<file path="config.mk">
export PLATFORM = sky130hd
export DESIGN_NAME = bullet_object
export DESIGN_NICKNAME = d
export VERILOG_FILES = /design/src/rtl/bullet_object.sv
export SDC_FILE = /design/constraint.sdc
export NUM_CORES = 1
export LEC_CHECK = 0
export BUFFER_PORTS_ARGS = -buffer_cell sky130_fd_sc_hd__buf_4
export CORE_ASPECT_RATIO = 0.8
export CORE_MARGIN = 5
export CORE_UTILIZATION = 57
export CTS_CLUSTER_SIZE = 40
export DETAILED_ROUTE_END_ITERATION = 6
export PLACE_DENSITY = 0.82
export SYNTH_ARGS = -nofsm -noshare
export SYNTH_HDL_FRONTEND = slang
export SYNTH_SLANG_ARGS = --single-unit
</file>
<file path="constraint.sdc">
create_clock -name clk -period 9.2 [get_ports clk]
set_input_delay 0.92 -clock clk [delete_from_list [all_inputs] [get_ports clk]]
set_output_delay 0.92 -clock clk [all_outputs]
set_load 0.005 [all_outputs]
</file>
<file path="src/rtl/bullet_object.sv">
// Single-bullet projectile: spawns centred above the gun, climbs SPEED px per tick, then cools down.
// Optional macro BULLET_HIT_EN adds a hit input that retires an in-flight bullet immediately.
module bullet_object #(
    parameter int unsigned BULLET_W       = 4,
    parameter int unsigned BULLET_H       = 8,
    parameter int unsigned GUN_W          = 32,
    parameter int unsigned SPEED          = 8,
    parameter int unsigned TOP_BOUND      = 0,
    parameter int unsigned TICK_DIV       = 2500000,
    parameter int unsigned COOLDOWN_TICKS = 4
) (
    input  logic       clk,
    input  logic       rst,
    input  logic [9:0] x,
    input  logic [9:0] y,
    input  logic       fire,
    input  logic [9:0] gun_xl,
    input  logic [9:0] gun_yt,
`ifdef BULLET_HIT_EN
    input  logic       hit,
`endif
    output logic       bulletx,
    output logic       bullety,
    output logic       active,
    output logic [9:0] bx,
    output logic [9:0] by,
    output logic       fired
);

    localparam int unsigned CNT_W = (TICK_DIV > 1) ? $clog2(TICK_DIV) : 1;
    localparam int unsigned CD_W  = (COOLDOWN_TICKS > 0) ? $clog2(COOLDOWN_TICKS + 1) : 1;

    localparam logic [CNT_W-1:0] CNT_MAX    = CNT_W'(TICK_DIV - 1);
    localparam logic [CD_W-1:0]  CD_LOAD    = CD_W'(COOLDOWN_TICKS);
    // Offset wraps modulo 1024 exactly like the 10-bit spawn-x sum.
    localparam logic [9:0]       SPAWN_OFS  = 10'(GUN_W / 2 - BULLET_W / 2);
    localparam logic [10:0]      SPAWN_MIN  = 11'(TOP_BOUND + BULLET_H);
    localparam logic [10:0]      RETIRE_LIM = 11'(TOP_BOUND + SPEED);

    typedef enum logic [1:0] {
        StIdle,
        StLaunch,
        StFly,
        StCooldown
    } state_e;

    state_e           state_q, state_d;
    logic [CNT_W-1:0] cnt_q, cnt_d;
    logic [CD_W-1:0]  cd_q, cd_d;
    logic             fire_q;
    logic [9:0]       bx_q, bx_d;
    logic [9:0]       by_q, by_d;
    logic             active_q, active_d;
    logic             fired_q, fired_d;
    logic             bulletx_q, bulletx_d;
    logic             bullety_q, bullety_d;

    logic tick;
    logic fire_rise;
    logic hit_in;

`ifdef BULLET_HIT_EN
    assign hit_in = hit;
`else
    assign hit_in = 1'b0;
`endif

    assign tick      = (cnt_q == CNT_MAX);
    assign fire_rise = fire & ~fire_q;

    always_comb begin
        cnt_d = tick ? '0 : cnt_q + CNT_W'(1);
    end

    always_comb begin
        state_d  = state_q;
        cd_d     = cd_q;
        bx_d     = bx_q;
        by_d     = by_q;
        active_d = active_q;
        fired_d  = 1'b0;

        unique case (state_q)
            StIdle: begin
                if (fire_rise) begin
                    state_d = StLaunch;
                end
            end
            StLaunch: begin
                bx_d     = gun_xl + SPAWN_OFS;
                // Clamp at the top boundary when the gun sits too high to spawn fully above it.
                by_d     = ({1'b0, gun_yt} >= SPAWN_MIN) ? gun_yt - 10'(BULLET_H)
                                                         : 10'(TOP_BOUND);
                active_d = 1'b1;
                fired_d  = 1'b1;
                state_d  = StFly;
            end
            StFly: begin
                if (hit_in) begin
                    active_d = 1'b0;
                    cd_d     = CD_LOAD;
                    state_d  = StCooldown;
                end else if (tick) begin
                    if ({1'b0, by_q} < RETIRE_LIM) begin
                        active_d = 1'b0;
                        cd_d     = CD_LOAD;
                        state_d  = StCooldown;
                    end else begin
                        by_d = by_q - 10'(SPEED);
                    end
                end
            end
            StCooldown: begin
                if (cd_q == '0) begin
                    state_d = StIdle;
                end else if (tick) begin
                    cd_d = cd_q - CD_W'(1);
                end
            end
            default: state_d = StIdle;
        endcase
    end

    // Flags use next-cycle position/active so they can never be set while active is low.
    always_comb begin
        bulletx_d = active_d && ({1'b0, x} >= {1'b0, bx_d})
                             && ({1'b0, x} < ({1'b0, bx_d} + 11'(BULLET_W)));
        bullety_d = active_d && ({1'b0, y} >= {1'b0, by_d})
                             && ({1'b0, y} < ({1'b0, by_d} + 11'(BULLET_H)));
    end

    always_ff @(posedge clk) begin
        if (rst) begin
            state_q   <= StIdle;
            cnt_q     <= '0;
            cd_q      <= '0;
            fire_q    <= 1'b0;
            bx_q      <= '0;
            by_q      <= '0;
            active_q  <= 1'b0;
            fired_q   <= 1'b0;
            bulletx_q <= 1'b0;
            bullety_q <= 1'b0;
        end else begin
            state_q   <= state_d;
            cnt_q     <= cnt_d;
            cd_q      <= cd_d;
            fire_q    <= fire;
            bx_q      <= bx_d;
            by_q      <= by_d;
            active_q  <= active_d;
            fired_q   <= fired_d;
            bulletx_q <= bulletx_d;
            bullety_q <= bullety_d;
        end
    end

    assign bulletx = bulletx_q;
    assign bullety = bullety_q;
    assign active  = active_q;
    assign bx      = bx_q;
    assign by      = by_q;
    assign fired   = fired_q;

endmodule
</file>
== After elaboration in Yosys (flattened, before gate mapping) ==
Index checks and enable logic that the tools add are counted.

* Bits in registers: 52
* Input bits: 43
* Output and inout bits: 24
* Word-level logic and storage cells: 64

* Add/subtract/negate cells: 7
* Order comparisons: 6
* Equal/unequal tests: 10
* Mux-type cells: 19
* Bitwise gates (word level): 2
* Reduce and logical (&&, ||, !) cells: 10

{| class="wikitable"
|+ Operator list
! operator !! count
|-
| 2-to-1 mux 10 bit || 4
|-
| adder 22 x 1 -> 22 bit, second input constant || 1
|-
| == test 22 bit, second input constant || 1
|-
| less-than comparator 10 x 11 -> 1 bit || 2
|-
| greater-or-equal comparator 10 bit || 2
|-
| case mux 10 bit (2 select lines) || 1
|-
| subtractor 10 x 4 -> 10 bit, second input constant || 2
|-
| 2-to-1 mux 3 bit || 4
|-
| inequality test 2 bit, second input constant || 6
|-
| adder 10 x 3 -> 11 bit, second input constant || 1
|-
| adder 10 x 4 -> 11 bit, second input constant || 1
|-
| adder 10 x 4 -> 10 bit, second input constant || 1
|-
| greater-or-equal comparator 10 x 4 -> 1 bit, second input constant || 1
|-
| less-than comparator 10 x 4 -> 1 bit, second input constant || 1
|-
| 2-to-1 mux 2 bit || 4
|-
| case mux 2 bit (4 select lines) || 1
|-
| case mux 3 bit (2 select lines) || 1
|-
| AND reduction 5 bit || 1
|-
| == test 2 bit, second input constant || 2
|-
| logical AND 1 bit || 4
|-
| AND reduction 4 bit || 1
|-
| zero test 3 bit || 1
|-
| 2-to-1 mux 1 bit || 3
|-
| subtractor 3 x 1 -> 3 bit, second input constant || 1
|-
| other kinds (7) || 7
|}

== Logic depth before layout (Yosys ltp) ==
* Depth after elaboration: 7
* Depth in mapped cells: 18

== Worst setup path after synthesis ==
No wires, ideal clock.

* Path type: input to register
* From: input port gun_yt[4]
* To: register bullety_q, in the netlist bullety
* Library setup time: 0.127 ns
* Arrival: 3.691 ns
* Slack: 5.382 ns
* Stages: 14
* Cell sequence: or4_1 -> o41ai_2 -> o32ai_1 -> a22oi_1 -> inv_1 -> ha_1 -> xor2_1 -> ha_1 -> o21ai_0 -> a21o_1 -> a31oi_1 -> o21ai_0 -> a32oi_1 -> a211oi_2

* Cells in the longest elaborated chain, start to end: 6
* Elaborated cells between the ends (all ways): 9
* Those cells by class: 2 x add/sub; 3 x order compare; 2 x mux; 2 x reduce/logical

{| class="wikitable"
|+ Ends and longest elaborated chain
! item !! RTL line !! RTL
|-
| from (decl) || 18 || <nowiki>input logic [9:0] gun_yt,</nowiki>
|-
| greater-or-equal comparator 10 x 4 -> 1 bit (*) || 92 || <nowiki>by_d = ({1'b0, gun_yt} >= SPAWN_MIN) ? gun_yt - 10'(BULLET_H)</nowiki>
|-
| 2-to-1 mux 10 bit (*) || 92 ||
|-
| case mux 10 bit (2 select lines) (*) || 83 || <nowiki>unique case (state_q)</nowiki>
|-
| net by_d[3] || 52 || <nowiki>logic [9:0] by_q, by_d;</nowiki>
|-
| adder 10 x 4 -> 11 bit / greater-or-equal comparator 10 bit (equally long branches) || 129, 128 ||
|-
| less-than comparator 10 x 11 -> 1 bit / logical AND 1 bit (equally long branches) || 129, 128 ||
|-
| logical AND 1 bit (*) || 129 || <nowiki>&& ({1'b0, y} < ({1'b0, by_d} + 11'(BULLET_H)));</nowiki>
|-
| to (signal assigned) || 154 || <nowiki>bullety_q <= bullety_d;</nowiki>
|-
| to (decl) || 56 || <nowiki>logic bullety_q, bullety_d;</nowiki>
|}

The timed path passes the listed nets; every way through them passes the cells marked *.
A chain may end at the register's enable or synchronous reset.

== Worst setup path in the final report ==
Ends and elaborated chain as after synthesis.

==> impl_metrics.tcl <==
set metrics [dict create \
    skew_ns 0.006262 \
    busiest_layer "met2" \
    yosys_warnings 0 \
    clockRootBuffer "clkbuf_8" \
    grt_use_met3 0.04893 \
    grt_pass1_vias 3085 \
    dieHeight_microns 81.19 \
    crit_fanout 5 \
    crit_top_cell "nand2_1" \
    grt_first_pass_wirelength_microns 14130 \
    first_pass_iters 6 \
    hp-start "cd_q[1]$_SDFFE_PP0P_" \
    relSlewSlack 0.4498 \
    vias 3245 \
    required_ns 9.43 \
    ys_ff_latch 52 \
    met1_usage 0.3112 \
    grt_max_degree 30 \
    insertion_delay_ns 0.30 \
    dp.cells 573 \
    cts_setup_buffers 0 \
    gr-total-overflow 0 \
    clk_pin_slew_ns 0.10 \
    area_growth_pct 18.05 \
    num_rows 26 \
    synth.most_common_cell "nor2_1" \
    min_path_cells 2 \
    synth.net_count 523 \
    reg2reg_slack_ns 5.41 \
    slew_viol_final 0 \
    ys_seq_area_frac 0.2883 \
    grt_use_total 0.2137 \
    synth_edf_count 0 \
    diodes 0 \
    finalHoldViolCount 0 \
    r2r-end "bulletx$_SDFF_PP0_" \
    cp-end-kind "register" \
    drv_cap 0 \
    yosysTopAreaCell "dfxtp_1" \
    syn_inst 431 \
    path_class "in -> reg" \
    gp_congestion 0.9214 \
    rsz0062_at_grt "no" \
    layout_worst_path_cycle_share 0.4421 \
    clock_sinks 52 \
    r2r-start "state_q[1]$_SDFFE_PP0P_" \
    ctsResizeCount 0 \
    clock_path_buffers 2 \
    ant_nets 0 \
    hold_end "cd_q[1]$_SDFFE_PP0P_" \
    tightest_slew_ns 0.8197 \
    final_core_util 0.6790 \
    final_layout_size_suffix_gt1_frac 0.1751 \
    synth_area_sq_um 3611 \
    dr.first_iter.drc_count 299 \
    use_met2 0.3291 \
    nets 588 \
    cp_slowest_stage_delay_ns 0.59 \
    die-width_microns 98.99 \
    antenna_found_initial 0 \
    drc 0 \
    status "completed" \
    synthArstFlopShare 0 \
    dp_hpwl_microns 6813 \
    htreeDepth 2 \
    cts_tree "yes" \
    wl_microns 8425 \
    synth.top_cells.by_count "nor2_1, dfxtp_1, ha_1, inv_1, nand2_1" \
    synth_top_area_share 0.2883 \
    coreArea_sq_um 6279 \
    cts_buffers 5 \
    fin_crit_ns 4.067 \
    fmax_ghz 0.2459 \
    hold_buffers 0 \
    hp-class "reg -> reg" \
    p_per_area_nw_per_um2 214.2 \
    synth_cell_types 58 \
    ys_top_cells_by_area "dfxtp_1, ha_1, nor2_1" \
    cpMaxStageDelayCell "or4_1" \
    fin_tns_setup_ns 0 \
    ir_worst_vdd_uv 128.2 \
    reg2reg_depth 16 \
    portBuffers 66 \
    setup_violations 0 \
    path_cells "buf_4 -> or4_1 -> o41ai_2 -> o32ai_1 -> a22oi_1 -> inv_1 -> ha_1 -> nand2_1 -> xnor2_1 -> ha_1 -> a21oi_1 -> nand2_1 -> nand2_1 -> a31oi_1 -> o21ai_0 -> a32oi_1 -> a211oi_2" \
    wl_per_cell_microns 14.50 \
    p_leak_nw 1.819 \
    syn_avg_cell_area_sq_um 8.378 \
    dieArea_sq_um 8037 \
    ios 67 \
    initial_core_util 0.5751 \
    setup.worst_path.start_class "input port" \
    viasPerCell 5.585 \
    stdcell_count 581 \
    crit_arrival_ns 4.30 \
    yosys_most_used_dff "dfxtp_1" \
]
## cells in the final DEF, fill, tap and decap left out, types with 3 or more instances in the layout
master    Yosys  layout
nor4_1        4       4
mux2i_1       3       3
o21ai_0      16      16
nor2_1       64      64
nor2b_1       4       4
ha_1         49      49
clkbuf_8      0       6
xnor2_1      18      18
nand2_1      28      28
nand3_1      19      19
xor2_1       21      21
inv_1        31      31
or4_1         3       3
a211oi_1      3       3
a21oi_1      21      21
nand4_1       7       7
nor3_1       11      11
buf_4         1      66
o211ai_1      3       3
a22oi_1       5       5
and3_1        8       8
o21a_1        4       4
nand2b_1     10      10
dfxtp_1      52      52
## critical path, delay by kind of cell
family,cells,cell delay (ns)
xor+xnor,1,0.13
simple gates,4,0.83
compound gates,8,1.64
fa+ha+maj,2,0.53
buf+inv,2,0.25
## where the power goes
part           switching [mW]  leakage (nW)  total (mW)  internal (mW)
registers              0.0253         0.422       0.281          0.255
logic                   0.285          1.35       0.495          0.210
clock network          0.0774        0.0510       0.138         0.0603
total                   0.388          1.82       0.913          0.525
## flip-flops by register name (all words and copies together) (netlist names)
signal	cells
active	1
bulletx	1
bullety	1
bx	10
by	10
cd_q	3
cnt_q	22
fire_q	1
fired	1
state_q	2
## kinds of logic after synthesis
| family | after synthesis | share of synthesized area |
|---|---|---|
| multiplexers | 4 | 0.01143 |
| buffers and inverters | 39 | 0.04366 |
| AO/OA/AOI/OAI | 76 | 0.1539 |
| AND/OR/NAND/NOR | 172 | 0.2384 |
| XOR/XNOR | 39 | 0.09460 |
| flip-flops | 52 | 0.2883 |
| adder cells (fa/ha/maj) | 49 | 0.1698 |
## through the flow
stage | area, sq um | power (mW) | setup slack [ns] | hold slack, ns
after floorplan | 3611 | 0.6314 | 5.382 | 0.4420
after global placement | 4170 | 0.7539 | 5.054 | 0.4574
after detailed placement | 4170 | 0.7722 | 4.907 | 0.4679
after CTS | 4263 | 0.9098 | 5.210 | 0.4821
after global routing | 4263 | 0.9928 | 4.923 | 0.5142
final | 4263 | 0.9133 | 5.133 | 0.4781
## routing by layer
metal | vias up | wire length [microns]
met1 | 1492 | 4295
li1 | 1646 | -
met3 | 7 | 544
met5 | - | 0
met2 | 100 | 3546
met4 | 0 | 38
## cell type report
class / count / area, sq um
Multi-Input combinational cell: 340 / 2412
Fill cell: 531 / 2016
Sequential cell: 52 / 1041
Timing Repair Buffer: 66 / 495.5
Inverter: 31 / 116.4
Tap cell: 84 / 105.1
Clock buffer: 6 / 82.58
Clock inverter: 2 / 10.01
## worst max-delay path by stage
stage / from / endpoint / cells after the start
floorplan: gun_yt[4] / bullety$_SDFF_PP0_ / 14
finish: gun_yt[4] / bullety$_SDFF_PP0_ / 17
detailed placement: gun_yt[4] / bullety$_SDFF_PP0_ / 15
global route: gun_yt[4] / bullety$_SDFF_PP0_ / 17
CTS: gun_yt[4] / bullety$_SDFF_PP0_ / 17
global placement: gun_yt[4] / bullety$_SDFF_PP0_ / 15
Power figures use the tool's default switching activity.
